## src/rtl/poly_root_search.sv

```systemverilog
// Brute-force root finder for A*x^2 + B*x + C == Y (mod 2^WIDTH), using Horner form on one shared ALU.
// Optional macro POLY_ROOT_COUNT_EN: scan the full range and report the number of roots on sol_count.
module poly_root_search #(
    parameter int WIDTH = 8
) (
    input  logic             clk,
    input  logic             resetn,
    input  logic             go,
    input  logic [WIDTH-1:0] data_in,
    output logic [WIDTH-1:0] x_result,
    output logic             found,
    output logic             done,
`ifdef POLY_ROOT_COUNT_EN
    output logic [WIDTH:0]   sol_count,
`endif
    output logic             busy
);

    typedef enum logic [3:0] {
        LOAD_A      = 4'd0,
        LOAD_A_WAIT = 4'd1,
        LOAD_B      = 4'd2,
        LOAD_B_WAIT = 4'd3,
        LOAD_C      = 4'd4,
        LOAD_C_WAIT = 4'd5,
        LOAD_Y      = 4'd6,
        LOAD_Y_WAIT = 4'd7,
        EVAL_0      = 4'd8,
        EVAL_1      = 4'd9,
        EVAL_2      = 4'd10,
        EVAL_3      = 4'd11,
        CHECK       = 4'd12,
        DONE        = 4'd13,
        DONE_WAIT   = 4'd14
    } state_t;

    localparam logic [WIDTH-1:0] ONE_X = {{(WIDTH-1){1'b0}}, 1'b1};
`ifdef POLY_ROOT_COUNT_EN
    localparam logic [WIDTH:0]   ONE_C = {{WIDTH{1'b0}}, 1'b1};
`endif

    state_t           state, next_state;
    logic [WIDTH-1:0] a_reg, b_reg, c_reg, y_reg;
    logic [WIDTH-1:0] x, t;
    logic             alu_op;
    logic [WIDTH-1:0] alu_a, alu_b, alu_y;
    logic             match, x_last;

    // Shared ALU: op 0 adds, op 1 multiplies; results wrap modulo 2^WIDTH.
    function automatic logic [WIDTH-1:0] alu_f(input logic op,
                                               input logic [WIDTH-1:0] a,
                                               input logic [WIDTH-1:0] b);
        if (op)
            return a * b;
        else
            return a + b;
    endfunction

    assign alu_y  = alu_f(alu_op, alu_a, alu_b);
    assign match  = (t == y_reg);
    assign x_last = (x == {WIDTH{1'b1}});

    always_ff @(posedge clk) begin
        if (!resetn)
            state <= LOAD_A;
        else
            state <= next_state;
    end

    always_comb begin
        next_state = state;
        done       = 1'b0;
        busy       = 1'b0;
        alu_op     = 1'b0;
        alu_a      = t;
        alu_b      = x;
        case (state)
            LOAD_A:      if (go)  next_state = LOAD_A_WAIT;
            LOAD_A_WAIT: if (!go) next_state = LOAD_B;
            LOAD_B:      if (go)  next_state = LOAD_B_WAIT;
            LOAD_B_WAIT: if (!go) next_state = LOAD_C;
            LOAD_C:      if (go)  next_state = LOAD_C_WAIT;
            LOAD_C_WAIT: if (!go) next_state = LOAD_Y;
            LOAD_Y:      if (go)  next_state = LOAD_Y_WAIT;
            LOAD_Y_WAIT: if (!go) next_state = EVAL_0;
            EVAL_0: begin
                busy       = 1'b1;
                alu_op     = 1'b1;
                alu_a      = a_reg;
                next_state = EVAL_1;
            end
            EVAL_1: begin
                busy       = 1'b1;
                alu_b      = b_reg;
                next_state = EVAL_2;
            end
            EVAL_2: begin
                busy       = 1'b1;
                alu_op     = 1'b1;
                next_state = EVAL_3;
            end
            EVAL_3: begin
                busy       = 1'b1;
                alu_b      = c_reg;
                next_state = CHECK;
            end
            CHECK: begin
                busy = 1'b1;
`ifdef POLY_ROOT_COUNT_EN
                next_state = x_last ? DONE : EVAL_0;
`else
                next_state = (match || x_last) ? DONE : EVAL_0;
`endif
            end
            DONE: begin
                done = 1'b1;
                if (go) next_state = DONE_WAIT;
            end
            DONE_WAIT: begin
                done = 1'b1;
                if (!go) next_state = LOAD_A;
            end
            default: next_state = LOAD_A;
        endcase
    end

    always_ff @(posedge clk) begin
        if (!resetn) begin
            a_reg     <= '0;
            b_reg     <= '0;
            c_reg     <= '0;
            y_reg     <= '0;
            x         <= '0;
            t         <= '0;
            x_result  <= '0;
            found     <= 1'b0;
`ifdef POLY_ROOT_COUNT_EN
            sol_count <= '0;
`endif
        end else begin
            case (state)
                LOAD_A: a_reg <= data_in;
                LOAD_B: b_reg <= data_in;
                LOAD_C: c_reg <= data_in;
                LOAD_Y: y_reg <= data_in;
                LOAD_Y_WAIT: begin
                    if (!go) begin
                        x         <= '0;
                        found     <= 1'b0;
                        x_result  <= '0;
`ifdef POLY_ROOT_COUNT_EN
                        sol_count <= '0;
`endif
                    end
                end
                EVAL_0, EVAL_1, EVAL_2, EVAL_3: t <= alu_y;
                CHECK: begin
`ifdef POLY_ROOT_COUNT_EN
                    // First match wins x_result; later matches only bump the count.
                    if (match) begin
                        sol_count <= sol_count + ONE_C;
                        if (!found) begin
                            x_result <= x;
                            found    <= 1'b1;
                        end
                    end
                    if (!x_last) x <= x + ONE_X;
`else
                    if (match) begin
                        x_result <= x;
                        found    <= 1'b1;
                    end else if (!x_last) begin
                        x <= x + ONE_X;
                    end
`endif
                end
                default: ;
            endcase
        end
    end

endmodule
```

## config.mk

```make
export PLATFORM = sky130hd
export DESIGN_NAME = poly_root_search
export DESIGN_NICKNAME = d
export VERILOG_FILES = /design/src/rtl/poly_root_search.sv
export SDC_FILE = /design/constraint.sdc
export NUM_CORES = 1
export LEC_CHECK = 0
export CAP_MARGIN = 20
export CELL_PAD_IN_SITES_DETAIL_PLACEMENT = 0
export CELL_PAD_IN_SITES_GLOBAL_PLACEMENT = 1
export CORE_MARGIN = 2
export CORE_UTILIZATION = 46
export CTS_CLUSTER_SIZE = 12
export DETAILED_ROUTE_END_ITERATION = 12
export GPL_TIMING_DRIVEN = 0
export PLACE_DENSITY = 0.88
export REMOVE_ABC_BUFFERS = 1
export SLEW_MARGIN = 40
export SYNTH_ARGS = -nofsm -noshare
export SYNTH_HDL_FRONTEND = slang
export SYNTH_SLANG_ARGS = --single-unit
```

## constraint.sdc

```tcl
create_clock -name clk -period 5.9 [get_ports clk]
set_input_delay 1.18 -clock clk [delete_from_list [all_inputs] [get_ports clk]]
set_output_delay 1.18 -clock clk [all_outputs]
set_load 0.005 [all_outputs]
```

==> flow_summary.ini <==
[pwr]
power.density_nw_per_um2 = 220.5
power_mw = 1.030
cellLeakagePower_nw = 1.895
ir_drop_mv = 0.1946

[route]
ant_nets = 0
wl_microns = 9792
drc = 0
wl_per_cell_microns = 15.52
dr.pass1.iters = 5
via_count = 3331
drt_iter0_markers = 239
viasPerCell = 5.279

[place]
dp_slack_ns = 0.1299
hpwlAfterDp_microns = 7275
portBuffers = 21
gp_congestion = 0.9208
placed_area_sq_um = 4414
place_inst = 612

[sta]
finalCritPeriodShare_pct = 93.00
worst_slack_ns = 0.4127
period_needed_ns = 5.487
drv_slew = 0
setup_violations = 0
worstMarginPinSlew_ns = 0.7639
hold_viol_final = 0
max_freq_mhz = 182.2
slew_headroom_pct = 47.62
timing.hold.ws_ns = 0.4587
rsz0062_at_grt = false
tns_ns = 0
fin_skew_ns = 0.01048

[grt]
grt_use_total_pct = 21.07
grt_pass1_vias = 3287
grt.overflow.total = 0
grt_max_degree = 31
antenna_found_initial = 0
grt_pass1_wl_microns = 16380

[synth]
synthArstFlopShare_pct = 0
synth_area_per_cell_sq_um = 8.254
yosysMostFrequentCell = nand2_1
synth_top_area_cell = dfxtp_1
synth_warnings = 0
yosys.area.top_type_share_pct = 29.35
synth-edff-count = 0
synthFlopType = dfxtp_1
ys_ff_latch = 61
synth_area_sq_um = 4160
synthTopCellsByArea = dfxtp_1, mux2i_1, ha_1
ys_types = 52
synth_commonest_cells = nand2_1, nor2_1, dfxtp_1
synth_cells = 504
ys_seq_area_share_pct = 29.35

[critical_path]
slowest_delay_ns = 0.68
crit_family = adder cells
crit_path_frequent_cell = inv_1
critPathLaunch = state[3]
cp.required_ns = 6.10
crit_arrival_ns = 5.69
reg2reg_slack_ns = 0.41
critPathBufInv = 4
end_kind = flop
cp-start-kind = flop
crit_chain = and3b_1 > mux2i_1 > ha_1 > inv_1 > fa_1 > inv_1 > ha_1 > fa_1 > inv_1 > fa_1 > inv_1 > ha_1 > a21oi_1 > xnor2_1 > xnor3_1 > nand3_1 > o221ai_1
cp_slowest_cell = dfxtp_1
reg2regPathDepth = 17
r2r_start = state[3]
r2r_end = t[7]
crit_fanout = 14
path_class = reg -> reg

[die]
core_sq_um = 8763
chipHeight_microns = 99.10
die-area_sq_um = 9821
fp.dieW_microns = 99.10
rows = 34
io_pins = 22
start_util_pct = 47.47

[clock_network]
cts.sinks = 61
cts_buffer_depth = 2
cts_root_buf = clkbuf_8
clock_latency_ns = 0.34
cts.reportedPaths.clkPinSlew_ns = 0.07
cts_buffers = 9
ctsHtreeMaxLevel = 3
post_cts_resize_count = 0
cts_tree = built

[cells_and_area]
antenna_cells = 0
area_growth_pct = 12.27
fin_area_sq_um = 4671
nFillCells = 830
final_nets = 567
finalCoreUtilization_pct = 53.30
drive_above_1_share_pct = 8.795
finalNonFillerCells = 631

[outcome]
status = finished, final reports clean

[min_path]
hold_end = c_reg[7]
hold_depth = 2
min_path_type = reg -> reg
hold_start = c_reg[7]

[job]
drv_cap = 0
[layout by cell type, fill, tap and decap left out, types with 2 or more instances in the layout]
| cell | count |
|---|---|
| inv_1 | 49 |
| a21oi_1 | 25 |
| nor2b_1 | 13 |
| clkbuf_8 | 11 |
| nor3_1 | 7 |
| nor2_1 | 63 |
| nor4_4 | 2 |
| nor3_2 | 3 |
| dfxtp_2 | 2 |
| buf_4 | 4 |
| a21boi_0 | 15 |
| a211oi_1 | 5 |
| o211ai_1 | 3 |
| nand2b_1 | 5 |
| clkdlybuf4s50_1 | 20 |
| o21ai_0 | 17 |
| fa_1 | 13 |
| xnor2_1 | 26 |
| nand2_1 | 67 |
| nand4_1 | 3 |
| inv_2 | 2 |
| mux2_2 | 5 |
| or2_2 | 2 |
| mux2i_2 | 2 |
| nand3_1 | 7 |
| mux2i_1 | 31 |
| bufinv_16 | 2 |
| ha_1 | 24 |
| xor2_1 | 4 |
| a21o_1 | 4 |
| dfxtp_1 | 59 |
| or3_1 | 4 |
[worst max path at each step]
stage	depth (start not counted)	slack, ns	endpoint
CTS	16	0.12	t[7]
global placement	18	0.02	t[7]
floorplan	18	0.73	t[7]
global route	17	0.15	t[7]
finish	17	0.41	t[7]
detailed placement	16	0.13	t[7]
[per-layer routing]
metal	global-route usage [%]	wire length, microns	share of wire [%]
met4	4.847	86	0.88
met3	4.708	330	3.4
met2	33.63	4466	46
met1	29.32	4909	50
met5	0	0	0
[timing repair]
action,CTS,global route
endpoints found under the setup margin,0,1
setup buffers,0,4
hold buffers,0,0
endpoints found under the hold margin,0,0
[report_power, final]
part | switching [mW] | internal, mW | leakage (nW)
Clock | 0.168 | 0.260 | 0.113
Combinational | 0.0749 | 0.0539 | 1.29
Sequential | 0.0372 | 0.436 | 0.495
Total | 0.280 | 0.750 | 1.89
[logic make-up after synthesis]
| kind of cell | Yosys count | share of synthesized area (%) |
|---|---|---|
| compound gates | 79 | 12.15 |
| xor+xnor | 31 | 6.857 |
| fa+ha+maj | 37 | 13.47 |
| buf+inv | 72 | 7.549 |
| flops | 61 | 29.35 |
| mux | 39 | 9.744 |
| simple gates | 185 | 20.87 |
[layout make-up]
type	instances	area, sq um	share of cell area (%)
Multi-Input combinational cell	371	2661	56.98
Sequential cell	61	1224	26.20
Timing Repair Buffer	25	235.2	5.036
Inverter	51	191.4	4.099
Clock buffer	12	155.1	3.322
Tap cell	108	135.1	2.893
Clock inverter	3	68.82	1.473
[worst reg2reg max path: stages (launching register included)]
cell and delay (ns):
dfxtp_1 0.68, and3b_1 0.55, mux2i_1 0.50, ha_1 0.30, inv_1 0.10, fa_1 0.53
inv_1 0.04, ha_1 0.29, fa_1 0.54, inv_1 0.05, fa_1 0.53, inv_1 0.04
ha_1 0.31, a21oi_1 0.18, xnor2_1 0.17, xnor3_1 0.37, nand3_1 0.08, o221ai_1 0.10
(Power assumes the default switching activity.)
==> edit: new RTL, same settings <==
Make the reset (`resetn`) asynchronous in 2 clocked blocks.
--- a/src/rtl/poly_root_search.sv
+++ b/src/rtl/poly_root_search.sv
@@ -61,5 +61,5 @@
     assign x_last = (x == {WIDTH{1'b1}});
 
-    always_ff @(posedge clk) begin
+    always_ff @(posedge clk or negedge resetn) begin
         if (!resetn)
             state <= LOAD_A;
@@ -125,5 +125,5 @@
     end
 
-    always_ff @(posedge clk) begin
+    always_ff @(posedge clk or negedge resetn) begin
         if (!resetn) begin
             a_reg     <= '0;
Check against the original RTL: differs if resetn is asserted again (counterexample within 10 cycles, from zero or initial values and one cycle with resetn low); with resetn held inactive, the same outputs for 10 cycles.
==> edit against the unedited design <==
Area after synthesis is 0.84% higher. Synthesized cell count shrank 18%. Cell count is 13% lower. Worst setup slack got worse by 0.078 ns. Cell area is 2.3% higher. Routed wire length is 11% lower. Sequential cell count stayed put.
Power is not compared: it rests on default switching activity, and its combinational part moved more than twofold at a synthesized area within 25%.
==> edit: results (changes against the unedited design) <==
metric	value	unit	change
synthFlopType	dfrtp_1		
rr_worst_depth	19		+2
cp.arrival	5.82	ns	+0.13 ns
min_to	found		
synth_cell_types	46		-12%
synthesis.instances	414		-18%
drt_first_iter_violations	125		-48%
nNetsFinal	487		-14%
status	finished, final reports clean		
synth_area_leaders	dfrtp_1, mux2_2, ha_1, fa_1, inv_1		
ctsLongestPathBuffers	2		unchanged
grt_max_degree	39		+26%
grt_pass1_vias	2930		-11%
async_reset_ff_share	100	%	+100 points
ys_seq_area_share	36.4	%	+7.0 points
critPathSlowestCell	dfrtp_4		
hp-start	found		
path_clk_slew	0.07	ns	about the same
holdPathStages	1		-1
fill_cells	770		-7.2%
htree_levels	3		unchanged
grt_pass1_wl	14600	um	-11%
drive_gt1_share	18.5	%	+9.7 points
synth_common_cells	dfrtp_1, inv_1, mux2_2, nor2_1, nand2_1		
leakage	2.30	nW	
pre_cts_ws	-0.175	ns	-0.305 ns
rr_startpoint	state[2]		
maxSlewHeadroom	49.6	%	+2.0 points
fmax	0.180	GHz	-1.4%
min_path_type	flip-flop to flip-flop		
antenna_found_initial	0		unchanged
instances_no_fill	552		-13%
r2r_slack	0.33	ns	-0.08 ns
crit_fanout	16		+2
routed_wl	8750	um	-11%
dp_cells	532		-13%
grt_usage	19.0	%	-2.0 points
skew	0.00774	ns	-0.00274 ns
path_delay_family	adder cells		
io_buffers	21		unchanged
drt_first_pass_iters	4		-1
r2r_end	t[7]		
dp_hpwl	6680	um	-8.2%
worstSkewPairLatency	0.35	ns	
place.gp.congestion	0.911		-1.1%
cp_slowest_stage_delay	0.58	ns	-0.10 ns
vias	2962		-11%
num_antenna_cells	0		unchanged
## edit: changes by cell type after synthesis, sizes merged, moves of 16 or more
cell	change
dfrtp	+61
dfxtp	-61
mux2	+35
nand2	-32
nor2	-22
mux2i	-16
## edit: layout make-up
type                            instances  area (sq um)  share of cell area [%]
Multi-Input combinational cell        293          2450                    51.3
Sequential cell                        61          1540                    32.2
Timing Repair Buffer                   26           258                    5.39
Inverter                               48           180                    3.77
Tap cell                              108           135                    2.83
Clock buffer                           10           128                    2.67
Clock inverter                          6          87.6                    1.83
## edit: through the flow
step	hold slack (ns)	util (%)	TNS [ns]	area (sq um)
2_1_floorplan	0.474	-	0	4130
3_5_place_dp	0.471	51.5	-0.175	4510
6_report	0.484	54.5	0	4780
5_1_grt	0.504	54.5	0	4780
4_1_cts	0.487	54.2	0	4750
3_3_place_gp	0.460	51.0	-0.209	4470
## edit: how the worst max path moves through the flow
stage                         from  endpoint  depth (start not counted)
after detailed placement  state[3]      t[7]                         18
after global placement    state[1]      t[7]                         18
final                     state[2]      t[7]                         19
after CTS                 state[2]      t[7]                         19
after floorplan           state[1]      t[7]                         18
after global routing      state[0]      t[7]                         19
## edit: where the power goes
group	switching, W	total [W]	internal (W)
logic	0.000417	0.000804	0.000387
registers	0.000168	0.000745	0.000577
clock network	0.000169	0.000405	0.000237
## edit: logic make-up (layout without fill, tap and decap cells)
| group | after synthesis | after routing | share of synthesized area (%) |
|---|---|---|---|
| xor gates and xnor gates | 31 | 31 | 7.13 |
| and+or+nand+nor | 110 | 110 | 12.9 |
| adders and majority gates | 37 | 37 | 13.4 |
| muxes | 58 | 58 | 15.7 |
| AOI/OAI and AO/OA | 57 | 57 | 8.53 |
| DFF | 61 | 61 | 36.4 |
| buffers and inverters | 60 | 90 | 5.94 |
## edit: layer usage
metal / global-route usage, % / up-vias / share of wire, %
li1: - / 1446 / -
met1: 25.0 / 1455 / 47
met2: 30.9 / 46 / 48
met3: 5.41 / 15 / 3.7
met4: 5.58 / 0 / 1.6
met5: 0 / - / 0
## edit: timing repair
action,CTS,global route
buffers inserted,3,1
pin swaps,0,0
gates resized for setup,0,9
endpoints found under the setup margin,1,1
